## src/rtl/seq_detect_arbiter.sv

```systemverilog
// Multi-channel overlapping "101" detector sharing one Mealy engine through a round-robin grant.
// Optional per-channel saturating match counters: define SEQ_DET_MATCH_COUNT_EN.

module seq_detect_lane #(
    parameter int CNT_W = 8
) (
    input  logic             clk,
    input  logic             reset,
    input  logic             take,
    input  logic             din,
    input  logic             clr,
    output logic             hit
`ifdef SEQ_DET_MATCH_COUNT_EN
    ,
    output logic [CNT_W-1:0] count
`endif
);

    typedef enum logic [1:0] {
        S0 = 2'b00,
        S1 = 2'b01,
        S2 = 2'b10
    } st_t;

    st_t st, st_nxt;

    always_ff @(posedge clk or posedge reset) begin
        if (reset) st <= S0;
        else       st <= st_nxt;
    end

    // Clear wins; otherwise the entry only moves when this lane owns the engine.
    always_comb begin
        st_nxt = st;
        hit    = 1'b0;
        if (clr) begin
            st_nxt = S0;
        end else if (take) begin
            case (st)
                S0: st_nxt = din ? S1 : S0;
                S1: st_nxt = din ? S1 : S2;
                S2: begin
                    st_nxt = din ? S1 : S0;
                    hit    = din;
                end
                default: st_nxt = S0;
            endcase
        end
    end

`ifdef SEQ_DET_MATCH_COUNT_EN
    always_ff @(posedge clk or posedge reset) begin
        if (reset)                  count <= '0;
        else if (clr)               count <= '0;
        else if (hit && count != '1) count <= count + 1'b1;
    end
`endif

endmodule

module seq_detect_arbiter #(
    parameter int N_CH  = 4,
    parameter int CNT_W = 8,
    parameter int CH_W  = $clog2(N_CH)
) (
    input  logic             clk,
    input  logic             reset,
    input  logic [N_CH-1:0]  ch_valid,
    input  logic [N_CH-1:0]  ch_bit,
    input  logic [N_CH-1:0]  ch_clr,
    output logic [N_CH-1:0]  ch_ready,
    output logic             match_valid,
    output logic [CH_W-1:0]  match_ch
`ifdef SEQ_DET_MATCH_COUNT_EN
    ,
    input  logic [CH_W-1:0]  rd_sel,
    output logic [CNT_W-1:0] rd_count
`endif
);

    logic [N_CH-1:0] elig, take, hit;
    logic [CH_W-1:0] rr_ptr, gnt_idx, ptr_nxt;
    logic            gnt_any;

    // A channel being cleared is not eligible, so its source never sees a consumed bit.
    assign elig = ch_valid & ~ch_clr;

    always_comb begin
        ch_ready = '0;
        gnt_idx  = '0;
        gnt_any  = 1'b0;
        for (int i = 0; i < N_CH; i++) begin
            logic [CH_W:0] idx;
            idx = {1'b0, rr_ptr} + (CH_W+1)'(i);
            if (idx >= (CH_W+1)'(N_CH)) idx = idx - (CH_W+1)'(N_CH);
            if (!gnt_any && elig[idx[CH_W-1:0]]) begin
                gnt_any                  = 1'b1;
                gnt_idx                  = idx[CH_W-1:0];
                ch_ready[idx[CH_W-1:0]] = 1'b1;
            end
        end
    end

    always_comb begin
        ptr_nxt = rr_ptr;
        if (gnt_any)
            ptr_nxt = ({1'b0, gnt_idx} == (CH_W+1)'(N_CH - 1)) ? '0 : gnt_idx + 1'b1;
    end

    assign take = ch_valid & ch_ready;

`ifdef SEQ_DET_MATCH_COUNT_EN
    logic [N_CH-1:0][CNT_W-1:0] counts;
`endif

    for (genvar k = 0; k < N_CH; k++) begin : g_lane
        seq_detect_lane #(.CNT_W(CNT_W)) u_lane (
            .clk   (clk),
            .reset (reset),
            .take  (take[k]),
            .din   (ch_bit[k]),
            .clr   (ch_clr[k]),
            .hit   (hit[k])
`ifdef SEQ_DET_MATCH_COUNT_EN
            ,
            .count (counts[k])
`endif
        );
    end

    // At most one lane is granted, so at most one hit bit is set and gnt_idx names it.
    always_ff @(posedge clk or posedge reset) begin
        if (reset) begin
            rr_ptr      <= '0;
            match_valid <= 1'b0;
            match_ch    <= '0;
        end else begin
            rr_ptr      <= ptr_nxt;
            match_valid <= |hit;
            if (|hit) match_ch <= gnt_idx;
        end
    end

`ifdef SEQ_DET_MATCH_COUNT_EN
    always_comb begin
        rd_count = '0;
        if ({1'b0, rd_sel} < (CH_W+1)'(N_CH)) rd_count = counts[rd_sel];
    end
`endif

endmodule

```

## config.mk

```make
export PLATFORM = sky130hd
export DESIGN_NAME = seq_detect_arbiter
export DESIGN_NICKNAME = d
export VERILOG_FILES = /design/src/rtl/seq_detect_arbiter.sv
export SDC_FILE = /design/constraint.sdc
export NUM_CORES = 1
export LEC_CHECK = 0
export CORE_MARGIN = 1.5
export CORE_UTILIZATION = 35
export DETAILED_ROUTE_END_ITERATION = 8
export HOLD_SLACK_MARGIN = 0.15
export PLACE_DENSITY = 0.62
export SLEW_MARGIN = 40
export SYNTH_ARGS = -nofsm -noshare
export SYNTH_HDL_FRONTEND = slang
export SYNTH_HIERARCHICAL = 1
export SYNTH_SLANG_ARGS = --single-unit
```

## constraint.sdc

```tcl
create_clock -name clk -period 4.2 [get_ports clk]
set_input_delay 1.05 -clock clk [delete_from_list [all_inputs] [get_ports clk]]
set_output_delay 1.05 -clock clk [all_outputs]
set_load 0.01 [all_outputs]
```

# Word level (Yosys, flattened, before mapping)
# Index checks and enable logic that the tools add are counted.
# word_totals
inputBits,14
register_bits,13
# classes
order_cmp,12
n_mux,65
reduce_logical,23
add_sub_neg,8
bitwise,6
n_eq_ne,9
# op_table
operator,n
2-bit 2-to-1 mux,21
1-bit 2-to-1 mux,28
4-bit 2-to-1 mux,4
2-bit case mux with 2 select lines,4
2-bit by 3-bit < comparator with 1-bit output (second input constant),4
4-bit bitwise OR,3
2-bit == test (second input constant),5
3-bit greater-or-equal comparator (second input constant),3
4-bit AND,2
1-bit binary-select mux with 2-bit select,4
1-bit demux with 2-bit select,4
2-bit by 1-bit == test with 1-bit output (second input constant),4
2-bit by 1-bit greater-or-equal comparator with 1-bit output (second input constant),4
2-bit logical NOT,4
2-bit nonzero test,4
2-bit OR reduction,4
2-bit by 1-bit subtractor with 2-bit output (second input constant),4
1-bit logical AND,7
2-bit by 2-bit adder with 3-bit output (second input constant),2
4-bit inverter,1
4-bit OR reduction,1
2-bit by 1-bit adder with 3-bit output (second input constant),1
2-bit by 3-bit greater-or-equal comparator with 1-bit output (second input constant),1
1-bit logical NOT,3
2-bit by 1-bit adder with 2-bit output (second input constant),1

# Logic depth before layout (Yosys ltp)
# logic_depth
depth_word,18
mapped_depth,15
mapped_depth_nobuf,13

# Cells and area by module
# Netlist, hierarchy kept.
# modules_own_cells
module,cells_each,instances,area_each_um2
seq_detect_arbiter,107,1,787.0
seq_detect_lane,13,4,108.9

# Least setup slack after synthesis
# No wires, ideal clock.
# synth_path
kind,input to register
from,input port ch_valid[0]
to,register match_ch[0]
setup_time_ns,0.132
path_stages,12
arrival_time_ns,3.222
n_path_buf,1
slack_ns,0.846
cell_sequence,nor2b_1 mux4_2 nand2_1 o21ai_1 a221o_2 and2_1 nand4b_1 nor2_1 or4_1 clkbuf_1 nor2_1 a31oi_1
# synth_between
elab_chain_len,17
word_cells_on_any_way,39
# synth_rtl
item,line_no,text
"start, declared",68,"input logic [N_CH-1:0] ch_valid,"
4-bit AND (*),86,assign elig = ch_valid & ~ch_clr;
1-bit binary-select mux with 2-bit select,96,if (!gnt_any && elig[idx[CH_W-1:0]]) begin
1-bit 2-to-1 mux (not written as such),96,
1-bit 2-to-1 mux,96,
1-bit logical NOT,96,
1-bit logical AND,96,
1-bit 2-to-1 mux,96,
1-bit logical NOT,96,
[4 not listed],--,
4-bit 2-to-1 mux (*),96,
named net ch_ready[0],71,"output logic [N_CH-1:0] ch_ready,"
4-bit AND (*),110,assign take = ch_valid & ch_ready;
named net take[0],81,"logic [N_CH-1:0] elig, take, hit;"
1-bit 2-to-1 mux (*),38,end else if (take) begin
1-bit 2-to-1 mux (*),36,if (clr) begin
named net hit[0],81,
4-bit OR reduction (*),140,if (|hit) match_ch <= gnt_idx;
"end signal, assigned",140,
"end, declared",73,output logic [CH_W-1:0] match_ch
# The timed path passes the listed nets; every way through them passes the cells marked *. The select of a mux whose other input is x is not followed.
# A chain may end at the register's enable or synchronous reset.

# Worst setup path in the final report
# layout_path
from,input port ch_valid[1]
to,output port ch_ready[2]
# layout_between
elab_chain_len,13
word_cells_on_any_way,25
# layout_rtl
item,line_no
4-bit AND (*),86
1-bit binary-select mux with 2-bit select,96
1-bit 2-to-1 mux (not written as such),96
1-bit 2-to-1 mux,96
1-bit logical NOT,96
1-bit logical AND,96
1-bit 2-to-1 mux,96
1-bit logical NOT,96
1-bit logical AND,96
1-bit 2-to-1 mux,96
1-bit logical NOT,96
1-bit logical AND,96
4-bit 2-to-1 mux (*),96
"end, declared",71
# Every way passes the cells marked *; elsewhere a longest branch is shown, timed or not. The select of a mux whose other input is x is not followed.

==> impl_metrics.yaml <==
timing:
  hold_violations: 0
  relSlewSlack_pct: 72.9
  tns_ns: 0
  worstMarginPinSlew_ns: 0.405
  period_needed_ns: 4.15
  period_share_pct: 98.7
  hold_ws_ns: 0.544
  setup_viol: 0
  fmax_ghz: 0.241
  rsz0062_at_grt: "false"
  drv_slew: 0
  fin_skew_ns: 0.000693
floorplan:
  die_h_um: 62.1
  io_pins: 21
  die_area_um2: 3860
  rows: 21
  die_x_um: 62.1
  core-area_um2: 3340
  start_util_pct: 36.6
placement:
  place_congestion: 1.01
  place_hpwl_mm: 2.77
  io_buffers: 20
detailed_routing:
  wl_mm: 3.64
  first_iter_violations: 58
  dr.pass1.iters: 5
  wl_per_cell_um: 14.6
  via_per_inst: 5.37
  drc_errors: 0
  antenna_left: 0
  vias: 1336
setup_path:
  crit_path_max_incr_delay_ns: 0.52
  crit_path_max_fanout: 4
  path_cells: "clkdlybuf4s50_1 -> buf_4 -> nor2b_2 -> mux4_2 -> nand2_1 -> o21ai_1 -> a221o_2 -> dlygate4sd2_1"
  regToRegStartpoint: "rr_ptr[1]"
  ff2ff_path_depth: 14
  r2r_slack_ns: 0.90
  cp-end-kind: "output port"
  cp_num_buf_inv: 3
  crit_slowest_cell: "mux4_2"
  cp.arrival_ns: 3.10
  cp-start-kind: "input pin"
  worstPathRequired_ns: 3.15
  r2r-end: "match_ch[0]"
  critical_path_class: "input pin to output port"
  crit_family: "buffers and inverters"
yosys:
  syn_inst: 159
  postSynthNetCount: 179
  ys_seq_area_share_pct: 26.6
  netlist_area_um2: 1220
  yosys_warnings: 6
  ys_seq_elements: 13
  yosysTopAreaCell: "dfrtp_1"
  netlist_top_cells_area: "dfrtp_1 27%, a21oi_1 6.6%, nand2_1 6.4%"
  yosys-top-cells-count: "21 x nand2_1, 16 x a21oi_1, 15 x inv_1, 15 x nor2_1, 13 x dfrtp_1"
  ys.flop_type: "dfrtp_1"
  ys_async_sr_fraction_pct: 100
  yosys.area.top_type_share_pct: 26.6
  ys_types: 43
  post-synth-top-count-cell: "nand2_1"
  synth_edf_count: 0
  syn_area_per_cell_um2: 7.69
grt:
  grt_pass1_wl_mm: 6.01
  overflow: 0
  grt_max_degree: 17
  first_global_vias: 1285
  grt_usage_pct: 19.4
  antenna_found_initial: 0
pwr:
  ir_worst_vdd_v: 0.000167
  powerDensity_nw_per_um2: 519
  combPwrFrac_pct: 73.4
  p_seq_share_pct: 17.8
  p_sw_mw: 0.424
  leakage_nw: 0.748
  p_int_mw: 0.457
  power.total_mw: 0.881
  netSwitchingFraction_pct: 48.1
  clkPwrFrac_pct: 8.8
final_layout:
  final_nets: 224
  drive_gt1_share_pct: 20.7
  area_growth_pct: 38.9
  antenna_cells: 0
  postLayoutCoreUtil_pct: 50.9
cts:
  clk_latency_ns: 0.27
  root_buffer: "clkbuf_4"
  cts_tree: "yes"
  cts_sinks: 13
  cts.path.max_buffers: 2
  cts.clk_slew.worst_paths_ns: 0.08
  h-tree-depth: 1
  cts_buffers: 3
  cts_hold_buf: 0
hold_path:
  hold_path_end: "match_ch[1]"
  min_path_cells: 2
  hold_class: "register to register"
  hold_start: "match_ch[1]"
run_status:
  outcome: "complete, no violations"
flow_run:
  drv_cap: 0
-- flip-flops by register name (all words and copies together), names as in the netlist, named ones only --
register	flops
g_lane.u_lane/st	8
match_ch	2
match_valid	1
rr_ptr	1
-- logic make-up (layout without fill, tap and decap cells) --
logic type | Yosys count | after routing | share of synthesized area (%)
mux | 2 | 2 | 2.66
simple gates | 78 | 78 | 35.5
buf+inv | 20 | 64 | 6.35
flops | 13 | 13 | 26.6
fa+ha+maj | 6 | 6 | 6.14
xor+xnor | 1 | 1 | 0.717
compound gates | 39 | 39 | 22.0
-- power by group through the flow --
stage / clock network [mW] / registers, mW / logic [mW]
detailed placement: 0 / 0.159 / 0.625
global placement: 0 / 0.159 / 0.607
global route: 0.0860 / 0.159 / 0.708
CTS: 0.0798 / 0.157 / 0.644
finish: 0.0775 / 0.157 / 0.646
floorplan: 0 / 0.168 / 0.393
-- final cells by class --
class	count	area, µm²
multi-input cells	126	861
repair buffers	44	368
fillers	325	1640
clock buffers	4	26.3
well taps	46	57.6
inverters	16	60.1
flip-flops and latches	13	325
-- stage by stage --
stage	setup WS (ns)	cell area, µm²	cells
finish	0.0528	1700	249
global route	0.00940	1700	249
detailed placement	-0.212	1640	244
global placement	-0.188	1640	244
floorplan	0.846	1220	159
CTS	0.0141	1710	249
-- worst reg2reg max path, cell delays in order, from the launching register on --
cell and delay (ns):
dfrtp_1 0.38, inv_1 0.18, ha_1 0.30, buf_4 0.20, mux2i_1 0.14, buf_4 0.17, a41oi_4 0.24, o21ai_1 0.09
a221o_2 0.30, and2_1 0.22, nand4b_1 0.12, nor2_1 0.05, or4_1 0.61, nor2_1 0.14, a31oi_1 0.05
-- layout by cell type, fill, tap and decap left out, types with 2 or more instances in the layout --
master and n:
nor2b_2 3, and4bb_1 4, dfrtp_1 13, nor2_1 15
o21a_1 2, inv_1 15, and2_1 4, a21oi_1 16
clkbuf_2 2, buf_4 24, o211ai_1 3, a221o_2 2
nand4b_1 4, nand4_1 2, a221o_1 2, nor3_1 3
clkbuf_4 3, dlygate4sd2_1 2, or2_2 2, ha_1 6
nand2b_1 4, nand3_1 7, clkdlybuf4s50_1 16, nand2_1 21
o21ai_0 2, o21ai_1 4
-- routing by layer --
layer | share of wire, % | track usage, % | routed length [µm]
met5 | 0 | 0 | 0
met4 | 1.2 | 4.44 | 45
met3 | 5.2 | 3.80 | 190
met2 | 48 | 32.9 | 1770
met1 | 45 | 25.7 | 1640
-- worst max path at each step --
stage / cells after the start / end / startpoint / slack, ns
floorplan: 12 / match_ch[0] / ch_valid[0] / 0.85
global placement: 7 / ch_ready[1] / ch_valid[1] / -0.19
detailed placement: 7 / ch_ready[3] / ch_valid[1] / -0.21
CTS: 9 / ch_ready[1] / ch_valid[1] / 0.01
global route: 8 / ch_ready[2] / ch_valid[1] / 0.009
finish: 8 / ch_ready[2] / ch_valid[1] / 0.05
-- repair_timing --
action	CTS	global route
resized for setup	13	2
setup buffers	1	0
endpoints found under the hold margin	0	0
pin swaps	2	0
setup endpoints to repair	4	2
Note: power is estimated with default switching activity, not from simulation.
